--- config.mk ---
export PLATFORM = sky130hd
export DESIGN_NAME = gecko_writeback_flat
export DESIGN_NICKNAME = d
export VERILOG_FILES = /design/src/rtl/gecko_writeback_pkg.sv /design/src/rtl/gecko_writeback_if.sv /design/src/rtl/gecko_reg_scoreboard.sv /design/src/rtl/gecko_writeback.sv /design/src/flat_wrapper.sv
export SDC_FILE = /design/constraint.sdc
export NUM_CORES = 1
export LEC_CHECK = 0
export ABC_AREA = 1
export CELL_PAD_IN_SITES_DETAIL_PLACEMENT = 1
export CELL_PAD_IN_SITES_GLOBAL_PLACEMENT = 2
export CORE_UTILIZATION = 34
export CTS_CLUSTER_SIZE = 24
export DETAILED_ROUTE_END_ITERATION = 10
export DONT_BUFFER_PORTS = 1
export GPL_ROUTABILITY_DRIVEN = 1
export PLACE_DENSITY_LB_ADDON = 0.25
export SYNTH_ARGS = -nofsm -noshare
export SYNTH_HDL_FRONTEND = slang
export SYNTH_SLANG_ARGS = --single-unit
--- constraint.sdc ---
create_clock -name clk -period 4.7 [get_ports clk]
set_clock_uncertainty 0.1 [all_clocks]
set_input_delay 0.94 -clock clk [delete_from_list [all_inputs] [get_ports clk]]
set_output_delay 0.94 -clock clk [all_outputs]
set_load 0.02 [all_outputs]
--- src/rtl/gecko_writeback_pkg.sv ---
// Shared gecko core types used by the writeback stage and decode's
// register-status checks.
package gecko;

    localparam int GECKO_COUNTER_WIDTH = 2;

    typedef logic [4:0]  rv32_reg_addr_t;
    typedef logic [31:0] rv32_reg_value_t;

    typedef logic [GECKO_COUNTER_WIDTH-1:0] gecko_reg_status_t;

    localparam gecko_reg_status_t GECKO_REG_STATUS_VALID = '0;
    localparam gecko_reg_status_t GECKO_REG_STATUS_FULL  = '1;

    typedef struct packed {
        rv32_reg_addr_t  reg_addr;
        rv32_reg_value_t value;
    } gecko_writeback_result_t;

endpackage


--- src/rtl/gecko_writeback_if.sv ---
// Result handshakes from the execute, load and system units into writeback.
interface gecko_writeback_if;

    import gecko::*;

    logic                    exec_valid;
    logic                    exec_ready;
    gecko_writeback_result_t exec_result;

    logic                    mem_valid;
    logic                    mem_ready;
    gecko_writeback_result_t mem_result;

    logic                    sys_valid;
    logic                    sys_ready;
    gecko_writeback_result_t sys_result;

    modport master (
        output exec_valid, exec_result, mem_valid, mem_result, sys_valid, sys_result,
        input  exec_ready, mem_ready, sys_ready
    );

    modport slave (
        input  exec_valid, exec_result, mem_valid, mem_result, sys_valid, sys_result,
        output exec_ready, mem_ready, sys_ready
    );

endinterface

--- src/rtl/gecko_reg_scoreboard.sv ---
// Per-register pending-write counters: reserved at issue, released at retire,
// saturating in both directions with a sticky error on any dropped update.
module gecko_reg_scoreboard
    import gecko::*;
#(
    parameter int COUNTER_WIDTH = 2
) (
    input  logic                          clk,
    input  logic                          rst,
    input  logic                          issue_valid,
    input  rv32_reg_addr_t                issue_reg_addr,
    input  logic                          retire_valid,
    input  rv32_reg_addr_t                retire_reg_addr,
    output logic                          retire_accept,
    output logic [31:0][COUNTER_WIDTH-1:0] status,
    output logic                          error
);

    localparam logic [COUNTER_WIDTH-1:0] COUNT_FULL = '1;
    localparam logic [COUNTER_WIDTH-1:0] COUNT_ZERO = '0;
    localparam logic [COUNTER_WIDTH-1:0] COUNT_ONE  = COUNTER_WIDTH'(1);

    logic [COUNTER_WIDTH-1:0] counters [32];

    logic issue_hit;
    logic retire_hit;
    logic same_reg;
    logic issue_inc;
    logic retire_dec;
    logic error_set;

    // Issue and retire of the same register cancel out, even at 0 or FULL.
    always_comb begin
        issue_hit     = issue_valid && (issue_reg_addr != '0);
        retire_hit    = retire_valid && (retire_reg_addr != '0);
        same_reg      = issue_hit && retire_hit && (issue_reg_addr == retire_reg_addr);
        issue_inc     = issue_hit && !same_reg && (counters[issue_reg_addr] != COUNT_FULL);
        retire_dec    = retire_hit && !same_reg && (counters[retire_reg_addr] != COUNT_ZERO);
        retire_accept = same_reg || retire_dec;
        error_set     = (issue_hit && !same_reg && (counters[issue_reg_addr] == COUNT_FULL))
                     || (retire_hit && !same_reg && (counters[retire_reg_addr] == COUNT_ZERO));
    end

    always_ff @(posedge clk) begin
        if (rst) begin
            for (int i = 0; i < 32; i++) begin
                counters[i] <= COUNT_ZERO;
            end
            error <= 1'b0;
        end else begin
            if (issue_inc) begin
                counters[issue_reg_addr] <= counters[issue_reg_addr] + COUNT_ONE;
            end
            if (retire_dec) begin
                counters[retire_reg_addr] <= counters[retire_reg_addr] - COUNT_ONE;
            end
            error <= error | error_set;
        end
    end

    for (genvar g = 0; g < 32; g++) begin : g_status
        assign status[g] = counters[g];
    end

endmodule

--- src/rtl/gecko_writeback.sv ---
// Writeback stage: fixed-priority result arbiter (mem > sys > exec), registered
// register-file write port and the pending-write scoreboard.
module gecko_writeback
    import gecko::*;
#(
    parameter int COUNTER_WIDTH = 2
) (
    input  logic                           clk,
    input  logic                           rst,
    input  logic                           issue_valid,
    input  rv32_reg_addr_t                 issue_reg_addr,
    gecko_writeback_if.slave               results,
    output logic                           rf_write_enable,
    output rv32_reg_addr_t                 rf_write_addr,
    output rv32_reg_value_t                rf_write_value,
    output logic [31:0][COUNTER_WIDTH-1:0] reg_status,
    output logic                           scoreboard_error
);

    logic                    xfer_valid;
    gecko_writeback_result_t xfer_result;
    logic                    write_accept;

    // Readies look only at higher-priority valids so each unit can rely on them.
    assign results.mem_ready  = 1'b1;
    assign results.sys_ready  = !results.mem_valid;
    assign results.exec_ready = !results.mem_valid && !results.sys_valid;

    always_comb begin
        xfer_valid  = 1'b0;
        xfer_result = '0;
        if (results.mem_valid) begin
            xfer_valid  = 1'b1;
            xfer_result = results.mem_result;
        end else if (results.sys_valid) begin
            xfer_valid  = 1'b1;
            xfer_result = results.sys_result;
        end else if (results.exec_valid) begin
            xfer_valid  = 1'b1;
            xfer_result = results.exec_result;
        end
    end

    gecko_reg_scoreboard #(
        .COUNTER_WIDTH(COUNTER_WIDTH)
    ) u_scoreboard (
        .clk             (clk),
        .rst             (rst),
        .issue_valid     (issue_valid),
        .issue_reg_addr  (issue_reg_addr),
        .retire_valid    (xfer_valid),
        .retire_reg_addr (xfer_result.reg_addr),
        .retire_accept   (write_accept),
        .status          (reg_status),
        .error           (scoreboard_error)
    );

    // A retire dropped by the scoreboard (x0 or unreserved) never reaches the port.
    always_ff @(posedge clk) begin
        if (rst) begin
            rf_write_enable <= 1'b0;
            rf_write_addr   <= '0;
            rf_write_value  <= '0;
        end else begin
            rf_write_enable <= write_accept;
            if (write_accept) begin
                rf_write_addr  <= xfer_result.reg_addr;
                rf_write_value <= xfer_result.value;
            end
        end
    end

endmodule

--- src/flat_wrapper.sv ---
// flat-port wrapper written by rule: the top's interface ports become plain ports
module gecko_writeback_flat import gecko::*;
#(
    parameter int COUNTER_WIDTH = 2
)
  (clk, rst, issue_valid, issue_reg_addr, rf_write_enable, rf_write_addr, rf_write_value, reg_status, scoreboard_error, results_exec_valid, results_exec_result, results_mem_valid, results_mem_result, results_sys_valid, results_sys_result, results_exec_ready, results_mem_ready, results_sys_ready);
  gecko_writeback_if results_i ();
  input  logic clk;
  input  logic rst;
  input  logic issue_valid;
  input  rv32_reg_addr_t issue_reg_addr;
  output logic rf_write_enable;
  output rv32_reg_addr_t rf_write_addr;
  output rv32_reg_value_t rf_write_value;
  output logic [31:0][COUNTER_WIDTH-1:0] reg_status;
  output logic scoreboard_error;
  input wire logic [$bits(results_i.exec_valid)-1:0] results_exec_valid;
  input wire logic [$bits(results_i.exec_result)-1:0] results_exec_result;
  input wire logic [$bits(results_i.mem_valid)-1:0] results_mem_valid;
  input wire logic [$bits(results_i.mem_result)-1:0] results_mem_result;
  input wire logic [$bits(results_i.sys_valid)-1:0] results_sys_valid;
  input wire logic [$bits(results_i.sys_result)-1:0] results_sys_result;
  output wire logic [$bits(results_i.exec_ready)-1:0] results_exec_ready;
  output wire logic [$bits(results_i.mem_ready)-1:0] results_mem_ready;
  output wire logic [$bits(results_i.sys_ready)-1:0] results_sys_ready;
  assign results_i.exec_valid = results_exec_valid;
  assign results_i.exec_result = results_exec_result;
  assign results_i.mem_valid = results_mem_valid;
  assign results_i.mem_result = results_mem_result;
  assign results_i.sys_valid = results_sys_valid;
  assign results_i.sys_result = results_sys_result;
  assign results_exec_ready = results_i.exec_ready;
  assign results_mem_ready = results_i.mem_ready;
  assign results_sys_ready = results_i.sys_ready;
  gecko_writeback #(.COUNTER_WIDTH(COUNTER_WIDTH)) u_core (.clk(clk), .rst(rst), .issue_valid(issue_valid), .issue_reg_addr(issue_reg_addr), .results(results_i), .rf_write_enable(rf_write_enable), .rf_write_addr(rf_write_addr), .rf_write_value(rf_write_value), .reg_status(reg_status), .scoreboard_error(scoreboard_error));
endmodule
==> run_results.csv, run 1 <==
group,metric,value,unit
yosys,avgSynthCellArea,6.48,um^2
critical_path,cp.required,4680,ps
yosys,synth_simple_gate_area_frac,0.396,
clock_tree,clockBufferDepth,2,
drt,wirelength,31200,um
floorplan,rows,54,
power,intPower,1580,uW
clock_tree,cts_tree,"yes",
power,leakagePower,0.00340,uW
sta,period_share,0.811,
yosys,postSynthCellCount,1165,
clock_tree,ctsResizeCount,0,
clock_tree,clk_pin_slew_worst_paths,80,ps
drt,drc,0,
drt,dr.pass1.iters,5,
global_routing,grt_pass1_wl,46100,um
global_routing,first_global_vias,7662,
yosys,postSynthRegisterBits,103,
floorplan,core,21800,um^2
run_status,status,"complete, no violations",
drt,ant_nets,0,
yosys,yosys_warnings,0,
clock_tree,hold_buffers,0,
sta,setup_tns,0,ps
clock_tree,cts_setup_buffers,0,
critical_path,end_kind,"register",
clock_tree,cts_buffers,9,
power,p_sw,1070,uW
global_routing,grt_use_met2,0.474,
global_routing,met3_usage,0.0816,
place,dp.cells,1401,
global_routing,globalRouteTotalUtil,0.274,
yosys,synth_top_family_by_area,"simple AND/OR/NAND/NOR gates",
clock_tree,cts_root_buffer,"clkbuf_16",
yosys,synth.yosys.seq_area_share,0.358,
critical_path,cp-start-kind,"input pin",
global_routing,grt_antenna_before_repair,1,
sta,rsz0062_at_grt,"false",
power,peakVddDrop,151,uV
floorplan,ios,228,
power,swShare,0.404,
yosys,synth_mux_area_frac,0,
place,hpwl,23000,um
yosys,synth_area_leaders,"edfxtp_1, nand2_1, dfxtp_1, nand3_1, inv_1",
min_path,whs_path_depth,2,
power,p_comb_frac,0.240,
sta,fmax,262,MHz
floorplan,start_util,0.347,
sta,period_needed,3810,ps
sta,timing.final.max_slew_violations,0,
sta,relSlewSlack,0.571,
place,placed_cell_area,7680,um^2
drt,drt_iter0_drc,469,
floorplan,die_h,151,um
global_routing,grt-ovfl-total,0,
power,p_total,2650,uW
floorplan,dieArea,22800,um^2
drt,vias_per_cell,5.42,
clock_tree,clock_latency,370,ps
min_path,hp-class,"register to register",
power,p_seq_frac,0.466,
critical_path,crit_fanout,43,
global_routing,grt_start_max_net_pins,48,
sta,final.setup.worst_slack,890,ps
yosys,synth_xor_area_frac,0,
drt,wl_per_cell,22.0,um
sta,report.final.hold_viol_count,0,
global_routing,gr-usage-met1,0.323,
global_routing,top_usage_layer,"met2",
final_layout,final_cells,1418,
yosys,ys_types,40,
critical_path,arrival,3790,ps
place,pre_cts_slack,505,ps
final_layout,drive_gt1_frac,0.0880,
floorplan,die_x,151,um
yosys,synth_top_area_cell,"edfxtp_1",
final_layout,final_nets,1256,
yosys,synth-adder-area-share,0.00332,
yosys,synth-compound-area-share,0.124,
critical_path,reg2reg_depth,14,
sta,worst_slew_pin_slew,643,ps
power,p_per_area,333,nW/um^2
final_layout,postLayoutCellArea,7980,um^2
yosys,yosysTopAreaCellShare,0.255,
yosys,synth_area,7540,um^2
run,maxCapViolCount,0,
clock_tree,htreeDepth,3,
sta,finalSetupViolCount,0,
place,io_buffers,0,
power,clkPwrFrac,0.294,
place,place_congestion,0.864,
final_layout,nFillCells,2849,
final_layout,syn_to_final_growth,5.72,%
clock_tree,clock-sinks,103,
drt,vias,7681,
critical_path,criticalPathCategory,"input pin to register",
-- Yosys cell counts --
cell	n
a21oi_1	48
clkbuf_2	2
nor2_2	30
nand2_2	7
nand3_4	1
nor4_1	1
nand3_2	1
o21ai_1	34
o22ai_1	16
nand4_4	1
a22oi_1	22
or2_1	4
clkbuf_1	23
o21ai_0	45
buf_2	18
edfxtp_1	64
o21bai_1	3
nand4_1	7
inv_4	2
nand2_1	397
o21ai_2	1
buf_6	9
nor2_4	2
nand2_8	1
nor2_1	100
inv_2	9
or2_2	1
buf_4	11
nor3_2	1
nand3b_1	1
nor3_1	2
nand3_1	132
inv_1	116
ha_1	2
conb_1	2
buf_1	6
buf_8	1
or2_0	1
nand2_4	2
dfxtp_1	39
-- final cells by class --
class                   count  area (um^2)  share of cell area
well taps                 280          350              0.0439
inverters                 127          482              0.0604
repair buffers             25          188              0.0235
multi-input cells         866         3960               0.497
clock inverters             7         63.8             0.00800
diodes                      1         2.50            0.000314
clock buffers               9          225              0.0282
flip-flops and latches    103         2700               0.339
-- cells by family after synthesis --
family	after synthesis
other	2
adders and majority gates	2
buffers and inverters	197
DFF	103
and+or+nand+nor	692
AOI/OAI and AO/OA	169
-- state kept, by name (all words and copies together), names as in the netlist --
name	cells
u_core.rf_write_value	32
u_core.u_scoreboard.counters	64
u_core.u_scoreboard.error	1
u_core.rf_write_enable	1
u_core.rf_write_addr	5
-- power by group through the flow --
| stage | combinational, uW | sequential [uW] | clock [uW] |
|---|---|---|---|
| after floorplan | 473 | 1220 | 0 |
| after global placement | 633 | 1260 | 0 |
| after detailed placement | 638 | 1260 | 0 |
| after CTS | 640 | 1240 | 789 |
| after global routing | 702 | 1250 | 823 |
| final | 636 | 1240 | 781 |
-- routing by layer --
metal,wire length (um),part of all wire
met4,733,0.023
met3,3210,0.10
met2,15000,0.48
met1,12200,0.39
met5,0,0
-- critical path, stage by stage --
cell,delay [ps]
inv_2,280
or2_1,290
nand2_8,150
nor2_2,140
buf_4,280
a22oi_1,150
nand2_1,100
nand2_1,60
nand2_1,80
inv_1,40
nand2_1,40
nor2_1,40
ha_1,230
inv_1,100
nand4_4,210
nor2_2,430
nand2_1,90
nand3_1,120
-- placed cells by master, fill, tap and decap left out, drive strengths merged --
cell        n
nor4        1
clkinv      2
nand4       8
nand3b      1
conb        3
clkinvlp    2
a21oi      48
dfxtp      39
o21bai      3
buf        25
o22ai      16
nor2      132
nor3        3
nand3     134
clkbuf      9
a22oi      22
nand2     407
or2         6
edfxtp     64
inv       130
o21ai      80
diode       1
ha          2
-- final timing paths --
kind / endpoint / slack [ps] / start
setup / recovery: u_core.u_scoreboard.counters[12][0] / 890 / results_mem_valid
hold / removal: u_core.rf_write_value[19] / 480 / u_core.rf_write_value[19]
setup reg to reg: u_core.u_scoreboard.counters[10][0] / 1440 / u_core.u_scoreboard.counters[6][0]
hold reg to reg: u_core.rf_write_value[19] / 480 / u_core.rf_write_value[19]
-- per-stage QoR --
step | util | hold slack [ps]
5_1_grt | 0.367 | 507
3_3_place_gp | 0.353 | 465
3_5_place_dp | 0.353 | 469
2_1_floorplan | - | 448
6_report | 0.367 | 476
4_1_cts | 0.366 | 480
(Power assumes the default switching activity.)
==> inputs of run 2 (changes only) <==
--- a/config.mk
+++ b/config.mk
@@ -8,7 +8,7 @@
 export ABC_AREA = 1
 export CELL_PAD_IN_SITES_DETAIL_PLACEMENT = 1
 export CELL_PAD_IN_SITES_GLOBAL_PLACEMENT = 2
-export CORE_UTILIZATION = 34
+export CORE_UTILIZATION = 30
 export CTS_CLUSTER_SIZE = 24
 export DETAILED_ROUTE_END_ITERATION = 10
 export DONT_BUFFER_PORTS = 1
==> constraint.sdc (replaced) <==
create_clock -name clk -period 3.3 [get_ports clk]
set_clock_uncertainty 0.1 [all_clocks]
set_input_delay 0.66 -clock clk [delete_from_list [all_inputs] [get_ports clk]]
set_output_delay 0.66 -clock clk [all_outputs]
set_load 0.02 [all_outputs]
==> run 2 against run 1 <==
Die area up 13%. Sequential share of layout area down 4.1 points. Clock power up 42%. Routed wire length up 6.7%. Setup slack worse by 680 ps. Design area up 14%. Register-to-register slack worse by 1100 ps.
==> run_results.csv, run 2 (synthesis gave the netlist of run 1 again) <==
group,metric,value,unit
run_status,status,"complete, no violations",
critical_path,criticalPathCategory,"input pin to register",
clock_tree,htreeDepth,3,
final_layout,largest_register_ffs,64,
drt,dr.pass1.iters,5,
drt,drt_iter0_drc,457,
global_routing,grt_antenna_before_repair,0,
clock_tree,cts_buffers,9,
critical_path,cp.required,3270,ps
place,place_congestion,0.913,
floorplan,ios,228,
sta,finalSetupViolCount,0,
sta,worst_slew_pin_slew,593,ps
critical_path,rrSetupSlack,350,ps
floorplan,dieArea,25800,um^2
critical_path,end_kind,"register",
place,hpwl,25500,um
drt,drt-met1-wl,13400,um
global_routing,grt-ovfl-total,0,
drt,ant_nets,0,
drt,top_layer,"met4",
final_layout,final_common_cell,"nand2_1",
sta,timing.final.max_slew_violations,0,
clock_tree,clock-sinks,103,
floorplan,die_h,161,um
critical_path,cp-start-kind,"input pin",
drt,vias,8195,
sta,report.final.hold_viol_count,0,
floorplan,die_x,161,um
power,p_total,4010,uW
final_layout,syn_to_final_growth,20.3,%
critical_path,crit_fanout,43,
drt,vias_per_cell,5.19,
clock_tree,cts_root_buffer,"clkbuf_16",
sta,rsz0062_at_grt,"false",
clock_tree,clockBufferDepth,2,
sta,hold_slack,307,ps
drt,wirelength,33300,um
global_routing,globalRouteTotalUtil,0.259,
place,io_buffers,0,
clock_tree,ctsResizeCount,0,
drt,wl_met3,2660,um
sta,period_needed,3080,ps
final_layout,final_cell_mix,"nand2_1, nand3_1, buf_4, inv_1, nor2_1",
final_layout,final_nets,1373,
sta,fmax,324,MHz
final_layout,antenna_cells,0,
power,peakVddDrop,255,uV
final_layout,reg_top3,"u_core.u_scoreboard.counters: 64 flops, u_core.rf_write_value: 32 flops, u_core.rf_write_addr: 5 flops",
drt,drc,0,
drt,wl_per_cell,21.1,um
drt,wl_met2,16400,um
sta,relSlewSlack,0.605,
sta,period_share,0.935,
floorplan,rows,57,
clock_tree,clk_pin_slew_worst_paths,80,ps
clock_tree,cts_tree,"yes",
final_layout,top_register,"u_core.u_scoreboard.counters",
global_routing,grt_start_max_net_pins,48,
critical_path,arrival,3060,ps
min_path,hp-class,"input pin to register",
clock_tree,cts_setup_buffers,0,
clock_tree,clock_latency,360,ps
global_routing,first_global_vias,8291,
power,leakagePower,0.00405,uW
clock_tree,hold_buffers,0,
floorplan,start_util,0.308,
final_layout,drive_gt1_frac,0.175,
run,maxCapViolCount,0,
floorplan,core,24500,um^2
global_routing,grt_pass1_wl,50300,um
power,p_per_area,442,nW/um^2
==> run 2: changes by cell type in the layout (fill, tap and decap cells not counted), moves of 2 or more <==
| cell | previous run | this run |
|---|---|---|
| buf_12 | 0 | 12 |
| buf_4 | 25 | 130 |
| nor2_1 | 100 | 97 |
| nor2_4 | 2 | 4 |
==> run 2: area by class of cell <==
| type | instances | area (um^2) |
|---|---|---|
| Clock buffer | 9 | 225 |
| Clock inverter | 7 | 66.3 |
| Fill cell | 3199 | 15400 |
| Inverter | 127 | 482 |
| Multi-Input combinational cell | 866 | 3980 |
| Sequential cell | 103 | 2700 |
| Tap cell | 324 | 405 |
| Timing Repair Buffer | 142 | 1220 |
==> run 2: worst max-delay path: stages <==
cell and delay [ps]:
inv_2 30, or2_1 220, nand2_1 220, nand2_1 150, inv_2 240, a22oi_1 110
nand2_1 90, nand2_1 60, nand2_1 60, inv_1 40, nand2_1 50, nor2_1 40
ha_1 200, inv_1 100, nand4_4 180, nor2_1 380, nand2_1 90, nand3_1 130
==> run 2: worst paths after layout <==
kind	cells after the start	startpoint	to
max	18	results_mem_valid	u_core.u_scoreboard.counters[6][1]
min	0	rst	u_core.u_scoreboard.counters[0][0]
max reg2reg	13	u_core.u_scoreboard.counters[16][1]	u_core.u_scoreboard.counters[31][0]
min reg2reg	2	u_core.rf_write_value[14]	u_core.rf_write_value[14]
==> run 2: routing by layer <==
metal | GRT usage | up-vias
met2 | 0.456 | 300
met1 | 0.312 | 3937
li1 | - | 3908
met4 | 0.0745 | 0
met3 | 0.0591 | 50
met5 | 0 | -
==> run 2: power breakdown <==
part / switching (uW) / internal (uW) / total [uW]
clock network: 578 / 532 / 1110
logic: 755 / 405 / 1160
registers: 249 / 1490 / 1740
total: 1580 / 2430 / 4010
==> run 2: per-stage QoR <==
step	area (um^2)	instances	util	setup TNS, ps	setup slack, ps
finish	9080	1578	0.371	0	215
global route	9080	1578	0.371	0	22.7
CTS	9080	1578	0.371	0	272
detailed placement	8780	1562	0.359	-3210	-105
global placement	8780	1562	0.359	-281	-40.9
floorplan	7570	1166	-	-1200	-33.5
